--- src/rtl/ps2_pkg.sv ---
// Purpose: shared types and constants for the PS/2 set-2 keyboard decoder.
// Latency: n/a (package only).
// Backpressure: n/a.
package ps2_pkg;

  // Prefix state machine for set-2 scancode sequences
  typedef enum logic [1:0] {
    IDLE,
    EXT,
    BRK,
    EXT_BRK
  } pfx_state_t;

  localparam logic [7:0] SC_EXT    = 8'hE0;
  localparam logic [7:0] SC_BRK    = 8'hF0;
  localparam logic [7:0] SC_LSHIFT = 8'h12;
  localparam logic [7:0] SC_RSHIFT = 8'h59;
  localparam logic [7:0] SC_CAPS   = 8'h58;
  localparam logic [7:0] SC_ENTER  = 8'h5A;
  localparam logic [7:0] SC_SPACE  = 8'h29;
  localparam logic [7:0] SC_BKSP   = 8'h66;

  localparam logic [7:0] ASCII_LF    = 8'h0A;
  localparam logic [7:0] ASCII_BS    = 8'h08;
  localparam logic [7:0] ASCII_SPACE = 8'h20;

  // The receiver delivers the byte LSB-first in cmd[8:1], so cmd[8] is bit 0.
  function automatic logic [7:0] bitrev8(input logic [7:0] d);
    logic [7:0] r;
    for (int i = 0; i < 8; i++) r[i] = d[7-i];
    return r;
  endfunction

  function automatic logic is_modifier(input logic [7:0] sc);
    return (sc == SC_LSHIFT) || (sc == SC_RSHIFT) || (sc == SC_CAPS);
  endfunction

endpackage

--- src/rtl/ps2_scan2ascii.sv ---
// Purpose: set-2 make code to ASCII translation (letters, digit row, space/enter/backspace).
// Latency: combinational, zero cycles.
// Backpressure: none; valid=0 for codes that produce no character.
// Ports: sc (code byte), extended (E0-prefixed), shift_xor_caps (letter case select),
//        shift_held (digit-row symbol select), ascii (character), valid (character exists).
module ps2_scan2ascii
  import ps2_pkg::*;
(
  input  logic [7:0] sc,
  input  logic       extended,
  input  logic       shift_xor_caps,
  input  logic       shift_held,
  output logic [7:0] ascii,
  output logic       valid
);

  logic [4:0] letter_idx;
  logic       is_letter;

  always_comb begin
    ascii      = 8'h00;
    valid      = 1'b0;
    is_letter  = 1'b1;
    letter_idx = 5'd0;
    case (sc)
      8'h1C: letter_idx = 5'd0;   8'h32: letter_idx = 5'd1;
      8'h21: letter_idx = 5'd2;   8'h23: letter_idx = 5'd3;
      8'h24: letter_idx = 5'd4;   8'h2B: letter_idx = 5'd5;
      8'h34: letter_idx = 5'd6;   8'h33: letter_idx = 5'd7;
      8'h43: letter_idx = 5'd8;   8'h3B: letter_idx = 5'd9;
      8'h42: letter_idx = 5'd10;  8'h4B: letter_idx = 5'd11;
      8'h3A: letter_idx = 5'd12;  8'h31: letter_idx = 5'd13;
      8'h44: letter_idx = 5'd14;  8'h4D: letter_idx = 5'd15;
      8'h15: letter_idx = 5'd16;  8'h2D: letter_idx = 5'd17;
      8'h1B: letter_idx = 5'd18;  8'h2C: letter_idx = 5'd19;
      8'h3C: letter_idx = 5'd20;  8'h2A: letter_idx = 5'd21;
      8'h1D: letter_idx = 5'd22;  8'h22: letter_idx = 5'd23;
      8'h35: letter_idx = 5'd24;  8'h1A: letter_idx = 5'd25;
      default: is_letter = 1'b0;
    endcase

    if (extended) begin
      // Only keypad Enter produces a character among extended codes
      if (sc == SC_ENTER) begin
        ascii = ASCII_LF;
        valid = 1'b1;
      end
    end else if (is_letter) begin
      ascii = (shift_xor_caps ? 8'h41 : 8'h61) + {3'b000, letter_idx};
      valid = 1'b1;
    end else begin
      valid = 1'b1;
      // Digit row follows Shift only; Caps Lock does not apply here
      case (sc)
        8'h16:    ascii = shift_held ? 8'h21 : 8'h31;
        8'h1E:    ascii = shift_held ? 8'h40 : 8'h32;
        8'h26:    ascii = shift_held ? 8'h23 : 8'h33;
        8'h25:    ascii = shift_held ? 8'h24 : 8'h34;
        8'h2E:    ascii = shift_held ? 8'h25 : 8'h35;
        8'h36:    ascii = shift_held ? 8'h5E : 8'h36;
        8'h3D:    ascii = shift_held ? 8'h26 : 8'h37;
        8'h3E:    ascii = shift_held ? 8'h2A : 8'h38;
        8'h46:    ascii = shift_held ? 8'h28 : 8'h39;
        8'h45:    ascii = shift_held ? 8'h29 : 8'h30;
        SC_SPACE: ascii = ASCII_SPACE;
        SC_ENTER: ascii = ASCII_LF;
        SC_BKSP:  ascii = ASCII_BS;
        default:  valid = 1'b0;
      endcase
    end
  end

endmodule

--- src/rtl/ps2_kbd_decoder.sv ---
// Purpose: PS/2 set-2 decoder: prefix FSM, Shift/Caps tracking, ASCII FIFO behind LC-3 KBSR/KBDR.
// Latency: character visible on kbdr_data/kbsr_ready one cycle after the cmd_rdy edge.
// Backpressure: none upstream; a full FIFO drops the character and sets sticky overflow.
// Ports: clk, rst_n (async active-low); cmd/cmd_rdy/error from the PS/2 receiver;
//        kbdr_rd pops the FIFO; kbsr_ready, kbdr_data, overflow, shift_held, caps_on status.
// Optional: define PS2_TYPEMATIC_FILTER_EN to suppress auto-repeat makes until the key is released.
module ps2_kbd_decoder
  import ps2_pkg::*;
#(
  parameter int FIFO_DEPTH = 8
) (
  input  logic       clk,
  input  logic       rst_n,
  input  logic [8:0] cmd,
  input  logic       cmd_rdy,
  input  logic       error,
  input  logic       kbdr_rd,
  output logic       kbsr_ready,
  output logic [7:0] kbdr_data,
  output logic       overflow,
  output logic       shift_held,
  output logic       caps_on
);

  localparam int PTR_W = $clog2(FIFO_DEPTH);
  localparam logic [PTR_W:0] PTR_ONE = 1;

  logic [7:0] sc;
  logic       cmd_ok;
  logic       unused_parity;

  assign sc     = bitrev8(cmd[8:1]);
  assign cmd_ok = cmd_rdy & ~error;
  // Parity is already checked by the receiver and reported on error
  assign unused_parity = cmd[0];

  // ---------------- prefix FSM ----------------
  pfx_state_t state_q, state_d;
  logic       is_make, is_break, is_ext;

  always_ff @(posedge clk or negedge rst_n) begin
    if (!rst_n) state_q <= IDLE;
    else        state_q <= state_d;
  end

  always_comb begin
    state_d  = state_q;
    is_make  = 1'b0;
    is_break = 1'b0;
    is_ext   = 1'b0;
    if (cmd_ok) begin
      case (state_q)
        IDLE: begin
          if (sc == SC_EXT)      state_d = EXT;
          else if (sc == SC_BRK) state_d = BRK;
          else                   is_make = 1'b1;
        end
        EXT: begin
          if (sc == SC_BRK)      state_d = EXT_BRK;
          else if (sc == SC_EXT) state_d = EXT;
          else begin
            is_make = 1'b1;
            is_ext  = 1'b1;
            state_d = IDLE;
          end
        end
        BRK: begin
          is_break = 1'b1;
          state_d  = IDLE;
        end
        EXT_BRK: begin
          is_break = 1'b1;
          is_ext   = 1'b1;
          state_d  = IDLE;
        end
        default: state_d = IDLE;
      endcase
    end
  end

  // ---------------- modifiers ----------------
  logic lshift_q, rshift_q, caps_q;
  logic is_mod;

  assign is_mod     = ~is_ext & is_modifier(sc);
  assign shift_held = lshift_q | rshift_q;
  assign caps_on    = caps_q;

  always_ff @(posedge clk or negedge rst_n) begin
    if (!rst_n) begin
      lshift_q <= 1'b0;
      rshift_q <= 1'b0;
      caps_q   <= 1'b0;
    end else if (is_mod) begin
      if (is_make) begin
        if (sc == SC_LSHIFT) lshift_q <= 1'b1;
        if (sc == SC_RSHIFT) rshift_q <= 1'b1;
        if (sc == SC_CAPS)   caps_q   <= ~caps_q;
      end else if (is_break) begin
        if (sc == SC_LSHIFT) lshift_q <= 1'b0;
        if (sc == SC_RSHIFT) rshift_q <= 1'b0;
      end
    end
  end

  // ---------------- translation ----------------
  logic [7:0] char_dat;
  logic       char_vld;

  ps2_scan2ascii u_scan2ascii (
    .sc             (sc),
    .extended       (is_ext),
    .shift_xor_caps (shift_held ^ caps_q),
    .shift_held     (shift_held),
    .ascii          (char_dat),
    .valid          (char_vld)
  );

  // ---------------- typematic filter ----------------
  logic repeat_hit;
`ifdef PS2_TYPEMATIC_FILTER_EN
  logic [8:0] last_q;
  logic       last_vld_q;

  assign repeat_hit = last_vld_q && (last_q == {is_ext, sc});

  always_ff @(posedge clk or negedge rst_n) begin
    if (!rst_n) begin
      last_q     <= 9'd0;
      last_vld_q <= 1'b0;
    end else if (is_make && !is_mod) begin
      if (!char_vld) begin
        last_vld_q <= 1'b0;
      end else if (!repeat_hit) begin
        last_q     <= {is_ext, sc};
        last_vld_q <= 1'b1;
      end
    end else if (is_break && !is_mod) begin
      last_vld_q <= 1'b0;
    end
  end
`else
  assign repeat_hit = 1'b0;
`endif

  // ---------------- character FIFO ----------------
  logic [7:0]   mem [FIFO_DEPTH];
  logic [PTR_W:0] wr_ptr, rd_ptr, rd_nxt;
  logic [7:0]   data_q, data_d;
  logic         ovf_q;
  logic         empty, full, push_req, push, pop, drop;

  assign empty    = (wr_ptr == rd_ptr);
  assign full     = (wr_ptr[PTR_W] != rd_ptr[PTR_W]) &&
                    (wr_ptr[PTR_W-1:0] == rd_ptr[PTR_W-1:0]);
  assign push_req = is_make & char_vld & ~repeat_hit;
  assign pop      = kbdr_rd & ~empty;
  // A simultaneous pop frees the slot, so a full FIFO still accepts the push
  assign push     = push_req & (~full | pop);
  assign drop     = push_req & full & ~pop;
  assign rd_nxt   = rd_ptr + PTR_ONE;

  always_ff @(posedge clk) begin
    if (push) mem[wr_ptr[PTR_W-1:0]] <= char_dat;
  end

  // kbdr_data is a registered copy of the head so it can hold its last
  // value once the FIFO drains and reads as zero out of reset.
  always_comb begin
    data_d = data_q;
    if (push && empty) begin
      data_d = char_dat;
    end else if (pop) begin
      if (rd_nxt == wr_ptr) begin
        if (push) data_d = char_dat;
      end else begin
        data_d = mem[rd_nxt[PTR_W-1:0]];
      end
    end
  end

  always_ff @(posedge clk or negedge rst_n) begin
    if (!rst_n) begin
      wr_ptr <= '0;
      rd_ptr <= '0;
      data_q <= 8'h00;
      ovf_q  <= 1'b0;
    end else begin
      if (push) wr_ptr <= wr_ptr + PTR_ONE;
      if (pop)  rd_ptr <= rd_nxt;
      data_q <= data_d;
      if (kbdr_rd)   ovf_q <= 1'b0;
      else if (drop) ovf_q <= 1'b1;
    end
  end

  assign kbsr_ready = ~empty;
  assign kbdr_data  = data_q;
  assign overflow   = ovf_q;

endmodule

--- config.mk ---
export PLATFORM = sky130hd
export DESIGN_NAME = ps2_kbd_decoder
export DESIGN_NICKNAME = d
export VERILOG_FILES = /design/src/rtl/ps2_pkg.sv /design/src/rtl/ps2_scan2ascii.sv /design/src/rtl/ps2_kbd_decoder.sv
export SDC_FILE = /design/constraint.sdc
export NUM_CORES = 1
export LEC_CHECK = 0
export BUFFER_PORTS_ARGS = -buffer_cell sky130_fd_sc_hd__buf_2
export CAP_MARGIN = 15
export CORE_AREA = 2 2 118 120
export DETAILED_ROUTE_END_ITERATION = 6
export DIE_AREA = 0 0 120 122
export GPL_TIMING_DRIVEN = 0
export PLACE_DENSITY = 0.62
export SYNTH_ARGS = -nofsm -noshare
export SYNTH_HDL_FRONTEND = slang
export SYNTH_HIERARCHICAL = 1
export SYNTH_SLANG_ARGS = --single-unit
--- constraint.sdc ---
create_clock -name clk -period 4.11 [get_ports clk]
set_input_delay 0.411 -clock clk [delete_from_list [all_inputs] [get_ports clk]]
set_output_delay 0.411 -clock clk [all_outputs]
set_load 0.02 [all_outputs]
==> flow_summary.json, run 1 <==
{
  "leakage_uw": 0.00208,
  "grt_overflow": 0,
  "cts_buffer_depth": 2,
  "synth.distinct_cells": 85,
  "cpPeakStageDelay_ps": 510,
  "cp_max_fo": 10,
  "dp_hpwl_microns": 7720,
  "setup_viol": 0,
  "dpl.cell_count": 584,
  "synth_async_sr_flop_share_pct": 25.6,
  "syn_area_sq_mm": 0.00502,
  "crit_arrival_ps": 3940,
  "critPathLaunch": "cmd[4]",
  "fillers": 1262,
  "clk_latency_ps": 330,
  "timing.rr.start": "state_q[1]$_DFFE_PN0P_",
  "drive_gt1_share_pct": 30.4,
  "wl_per_cell_microns": 17.7,
  "outcome": "finished, final reports clean",
  "synth_edf_count": 64,
  "place.gp.congestion": 0.863,
  "relSlewSlack_pct": 39.9,
  "synth-seq-area-share_pct": 49.2,
  "fin_crit_ps": 3900,
  "hold_violations": 0,
  "dieArea_sq_mm": 0.0146,
  "antenna_found_initial": 0,
  "synthCells": 379,
  "finalWirelength_microns": 10700,
  "fin_util_pct": 42.8,
  "slew_viol_final": 0,
  "holdCritPathClass": "in2async",
  "cts_root_buffer": "clkbuf_16",
  "worstMarginPinSlew_ps": 898,
  "port_buffers": 24,
  "maxCapViolations": 0,
  "syn_to_final_growth_pct": 15.0,
  "hold_buffers": 0,
  "ant_nets": 0,
  "pin_count": 26,
  "diodes": 0,
  "irDropWorstVdd_mv": 0.251,
  "track_usage_pct": 15.1,
  "worstPathRequired_ps": 4150,
  "cts.sinks": 86,
  "stdcell_count": 604,
  "crit_buf_inv": 3,
  "first_pass_iters": 4,
  "ys_ff_latch": 86,
  "via_per_inst": 5.51,
  "reg2reg_depth": 11,
  "cts.clk_slew.worst_paths_ps": 60,
  "yosys_warnings": 6,
  "fin_ws_ps": 212,
  "chipHeight_microns": 122,
  "synth-main-ff-cell": "edfxtp_1",
  "fin_crit_sh_pct": 94.8,
  "critPathTopFamily": "simple AND/OR/NAND/NOR gates",
  "path_cells": "buf_2 -> buf_6 -> or4b_4 -> a2111oi_4 -> a221oi_2 -> and4_4 -> a21o_1 -> nand3b_1 -> nor4bb_1 -> a21bo_2 -> a21oi_2 -> nand2b_1 -> nor3_4 -> buf_12",
  "synth_area_per_cell_sq_um": 13.3,
  "grt_max_degree": 23,
  "dp_slack_ps": -1040,
  "drt_iter0_drc": 208,
  "cp_num_cells": 14,
  "setup_tns_ps": 0,
  "fmax_mhz": 257,
  "drc": 0,
  "rsz0062_at_grt": "false",
  "cts_max_level": 3,
  "synth.net_count": 396,
  "tritoncts": "done",
  "vias": 3327,
  "grt_pass1_wl_microns": 17300,
  "rows": 43,
  "cts_buffers": 9,
  "coreArea_sq_mm": 0.0135,
  "finClkSkew_ps": 9.99,
  "initial_core_util_pct": 37.2,
  "worstSetupPathType": "in2reg",
  "p_per_area_mw_per_mm2": 557,
  "end_kind": "flop",
  "layout.nets": 436,
  "dieWidth_microns": 120,
  "grt_pass1_vias": 3329,
  "cp_slowest_cell": "or4b_4",
  "whs_ps": 61.7,
  "start_kind": "input pin"
}
-- path summary, 6_finish.rpt --
check / endpoint / slack, ps
max in group asynchronous: lshift_q$_DFFE_PN0P_ / 3680
max: mem[0][2]$_DFFE_PP_ / 210
min reg2reg: wr_ptr[3]$_DFFE_PN0P_ / 490
min: kbdr_data[4]$_DFFE_PN0P_ / 60
max reg2reg: mem[0][2]$_DFFE_PP_ / 670
min in group clk: overflow$_DFFE_PN0P_ / 310
-- kinds of logic (layout without fill, tap and decap cells) --
family	count (synthesis)	count (layout)	synth area share, %
buf+inv	35	80	4.18
compound gates	66	66	11.2
simple gates	121	121	15.6
other cells	1	1	0.0746
fa+ha+maj	3	3	0.747
flops	86	86	49.2
xor+xnor	21	21	3.93
mux	46	46	15.1
-- layout make-up --
cell class | count | area (sq um) | area share [%]
repair buffers | 29 | 170 | 2.95
plain buffers | 26 | 176 | 3.05
clock buffers | 15 | 269 | 4.66
flip-flops and latches | 86 | 2470 | 42.8
inverters | 9 | 33.8 | 0.585
clock inverters | 1 | 5.00 | 0.0866
well taps | 180 | 225 | 3.90
multi-input cells | 258 | 2420 | 42.0
-- power by group --
group | total [uW] | switching (uW) | internal [uW] | leakage (uW)
Sequential | 1070 | 44.3 | 1030 | 0.000865
Combinational | 1400 | 677 | 721 | 0.00109
Clock | 746 | 300 | 446 | 0.000133
-- timing repair --
action | in CTS | in global routing
cloned | 0 | 0
gates resized for setup | 13 | 5
endpoints found under the setup margin | 64 | 64
buffers inserted | 1 | 3
pin swaps | 1 | 1
-- layer usage --
metal	global-route usage, %	vias up	routed length (microns)
li1	-	1563	-
met2	25.0	67	5200
met5	0	-	0
met1	20.1	1687	4930
met3	2.01	10	395
met4	6.47	0	144
-- state kept, by name, summed over array words and instances (netlist names) --
register   cells
wr_ptr         4
mem           64
overflow       1
caps_on        1
rd_ptr         4
rshift_q       1
state_q        2
kbdr_data      8
lshift_q       1
-- cells in the final DEF, fill, tap and decap left out, drive strengths merged, types with 6 or more instances in the layout --
master  count
inv         9
nor4b       7
o21ai      10
nand3      12
mux2       29
nor2       20
nand4       6
nand2      25
clkbuf     20
dfrtp      22
edfxtp     64
nand2b      7
buf        50
a21oi      10
xor2        6
xnor2      14
mux4       16
-- per-stage QoR --
step / total power [uW] / instance area [sq um]
after floorplan: 2160 / 5020
after CTS: 3240 / 5730
after detailed placement: 2460 / 5380
after global routing: 3370 / 5780
after global placement: 2420 / 5370
final: 3220 / 5780
-- synthesized netlist by cell type (all sizes together) (3+ instances only) --
cell / n / area share, %
nand3: 12 / 1.3
nor3b: 4 / 0.70
mux2: 29 / 6.5
and3: 5 / 0.62
nor4b: 7 / 1.8
and2: 4 / 0.60
buf: 21 / 3.1
mux4: 16 / 8.4
clkbuf: 5 / 0.37
xor2: 6 / 1.0
nor4bb: 4 / 1.1
nor2b: 4 / 0.50
a31oi: 5 / 0.62
o21ai: 10 / 1.1
nand2: 25 / 1.9
xnor2: 14 / 2.4
edfxtp: 64 / 38
nand4: 6 / 0.87
a211oi: 3 / 0.80
inv: 9 / 0.67
nand2b: 7 / 0.87
o211ai: 4 / 0.70
nor2: 20 / 1.5
and3b: 4 / 0.70
ha: 3 / 0.75
dfrtp: 22 / 11
o22ai: 3 / 0.37
a21oi: 10 / 1.1
nor3: 5 / 0.50
nand3b: 3 / 0.45
No activity file was read; power rests on OpenSTA's default activity.
==> run 2: changes to the inputs <==
--- a/config.mk
+++ b/config.mk
@@ -7,12 +7,11 @@
 export LEC_CHECK = 0
 export BUFFER_PORTS_ARGS = -buffer_cell sky130_fd_sc_hd__buf_2
 export CAP_MARGIN = 15
-export CORE_AREA = 2 2 118 120
+export CORE_AREA = 2 2 116 118
 export DETAILED_ROUTE_END_ITERATION = 6
-export DIE_AREA = 0 0 120 122
+export DIE_AREA = 0 0 118 120
 export GPL_TIMING_DRIVEN = 0
 export PLACE_DENSITY = 0.62
 export SYNTH_ARGS = -nofsm -noshare
 export SYNTH_HDL_FRONTEND = slang
-export SYNTH_HIERARCHICAL = 1
 export SYNTH_SLANG_ARGS = --single-unit
==> run 2 against run 1 <==
Effect of this change: hold slack lost 17 ps; setup slack gained 420 ps; critical path depth shrank 4; sequential share of layout area grew 1.7 points; highest routed layer unchanged; largest cell class unchanged.
==> flow_summary.json, run 2 <==
{
  "pin_count": 26,
  "drive_gt1_share_pct": 27.4,
  "synth-main-ff-cell": "edfxtp_1",
  "fillers": 1214,
  "p_per_area_mw_per_mm2": 590,
  "worstPathRequired_ps": 4070,
  "track_usage_pct": 16.4,
  "via_per_inst": 5.43,
  "dieWidth_microns": 118,
  "rsz0062_at_grt": "false",
  "clk_latency_ps": 340,
  "cts.clk_slew.worst_paths_ps": 60,
  "hold_violations": 0,
  "dpl.cell_count": 589,
  "placed_area_sq_mm": 0.00524,
  "cts_max_level": 3,
  "power_uw": 3280,
  "grt_max_degree": 23,
  "rrSetupSlack_ps": 790,
  "place.gp.congestion": 0.934,
  "setup_viol": 0,
  "post_cts_buffers": 0,
  "start_kind": "input pin",
  "cts.sinks": 86,
  "cts-resized-gates": 0,
  "outcome": "finished, final reports clean",
  "rows": 42,
  "finalWirelength_microns": 11100,
  "largest_register_ffs": 64,
  "finClkSkew_ps": 7.85,
  "irDropWorstVdd_mv": 0.228,
  "drc": 0,
  "synth_async_sr_flop_share_pct": 25.6,
  "crit_arrival_ps": 3440,
  "critPathLaunch": "cmd[4]",
  "yosysMostFrequentCell": "edfxtp_1",
  "r2r_end": "kbdr_data[4]$_DFFE_PN0P_",
  "initial_core_util_pct": 37.2,
  "holdCritPathClass": "in2async",
  "synth.distinct_cells": 78,
  "grt_pass1_wl_microns": 18200,
  "leakage_uw": 0.00203,
  "fin_crit_ps": 3480,
  "syn_area_sq_mm": 0.00483,
  "yosysTopAreaCell": "edfxtp_1",
  "ys_ff_latch": 86,
  "synth_area_per_cell_sq_um": 12.7,
  "cts_buffer_depth": 2,
  "reg2reg_depth": 9,
  "synth-seq-area-share_pct": 51.2,
  "ant_nets": 0,
  "tritoncts": "done",
  "stdcell_count": 607,
  "yosys_warnings": 0,
  "worstMarginPinSlew_ps": 1160,
  "cts_buffers": 9,
  "maxCapViolations": 0,
  "cp_max_fo": 10,
  "finalInstanceArea_sq_mm": 0.00556,
  "dp_hpwl_microns": 8270,
  "synth_top_area_share_pct": 39.8,
  "timing.rr.start": "rd_ptr[1]$_DFFE_PN0P_",
  "antenna_found_initial": 0,
  "drt_iter0_drc": 274,
  "worstSetupPathType": "in2reg",
  "syn_to_final_growth_pct": 15.1,
  "diodes": 0,
  "hold_buffers": 0,
  "synth_area_leaders": "edfxtp_1 (40%), dfrtp_1 (11%), mux4_2 (7.5%)",
  "chipHeight_microns": 120,
  "synthTopCellsByCount": "edfxtp_1 (64), nor2_1 (25), nand2_1 (23), dfrtp_1 (22)",
  "end_kind": "flop",
  "synthCells": 379,
  "grt_pass1_vias": 3396,
  "fin_crit_sh_pct": 84.6,
  "dieArea_sq_mm": 0.0142,
  "fmax_mhz": 287,
  "vias": 3299,
  "slew_viol_final": 0,
  "coreArea_sq_mm": 0.0130,
  "relSlewSlack_pct": 21.7,
  "final_common_cell": "edfxtp_1",
  "synth_edf_count": 64,
  "wl_per_cell_microns": 18.3,
  "grt_overflow": 0,
  "final_cell_mix": "edfxtp_1 (64), buf_2 (36), nor2_1 (25)",
  "layout.nets": 443,
  "cts_root_buffer": "clkbuf_16",
  "port_buffers": 22,
  "first_pass_iters": 5
}
## run 2: logic make-up (layout without fill, tap and decap cells)
family / count (synthesis) / count (layout) / share of synthesized area, %
AND/OR/NAND/NOR: 119 / 119 / 14.3
flip-flops: 86 / 86 / 51.2
AO/OA/AOI/OAI: 71 / 71 / 12.1
multiplexers: 45 / 45 / 14.6
buffers and inverters: 34 / 79 / 3.27
XOR/XNOR: 20 / 20 / 3.63
adder cells (fa/ha/maj): 3 / 3 / 0.778
other: 1 / 8 / 0.0777
## run 2: worst max-delay path by stage
stage / endpoint / cells past startpoint / slack (ps)
6_report: mem[5][2]$_DFFE_PP_ / 10 / 630
5_1_grt: mem[5][7]$_DFFE_PP_ / 10 / 370
4_1_cts: mem[3][4]$_DFFE_PP_ / 10 / 270
3_5_place_dp: mem[3][7]$_DFFE_PP_ / 10 / -40
3_3_place_gp: mem[4][3]$_DFFE_PP_ / 8 / -560
2_1_floorplan: mem[2][0]$_DFFE_PP_ / 8 / 660
## run 2: final cells by class
class                   count  area [sq um]  area share [%]
well taps                 176           220            3.96
repair buffers             29           158            2.84
clock inverters             6          61.3            1.10
flip-flops and latches     86          2470            44.5
inverters                  11          41.3           0.743
plain buffers              23           116            2.09
clock buffers              10           239            4.30
multi-input cells         266          2250            40.5
## run 2: metal layers
| layer | GRT usage, % | up-vias | share of wire [%] |
|---|---|---|---|
| li1 | - | 1560 | - |
| met1 | 21.7 | 1612 | 45 |
| met2 | 26.6 | 107 | 48 |
| met3 | 2.09 | 20 | 4.4 |
| met4 | 8.43 | 0 | 2.4 |
| met5 | 0 | - | 0 |
## run 2: stage by stage
step / util (%) / worst slack (ps) / hold slack (ps) / TNS, ps
2_1_floorplan: - / 665 / 115 / 0
3_3_place_gp: 39.9 / -558 / 400 / -12710
3_5_place_dp: 40.4 / -40.9 / 415 / -323
4_1_cts: 42.7 / 273 / 55.0 / 0
5_1_grt: 42.8 / 369 / 80.4 / 0
6_report: 42.8 / 631 / 44.7 / 0
## run 2: power by group
part | internal, uW | switching (uW) | leakage [uW]
clock | 485 | 323 | 0.000148
combinational | 700 | 688 | 0.00102
sequential | 1030 | 54.7 | 0.000868
total | 2210 | 1070 | 0.00203
## run 2: critical path: stages
cell and delay [ps]:
buf_2 130, buf_2 180, nor4b_1 830, nand3_1 150, nand3_1 180, a211o_1 200, o21ai_4 100, a211oi_4 400
nand2_1 170, nor3b_2 680
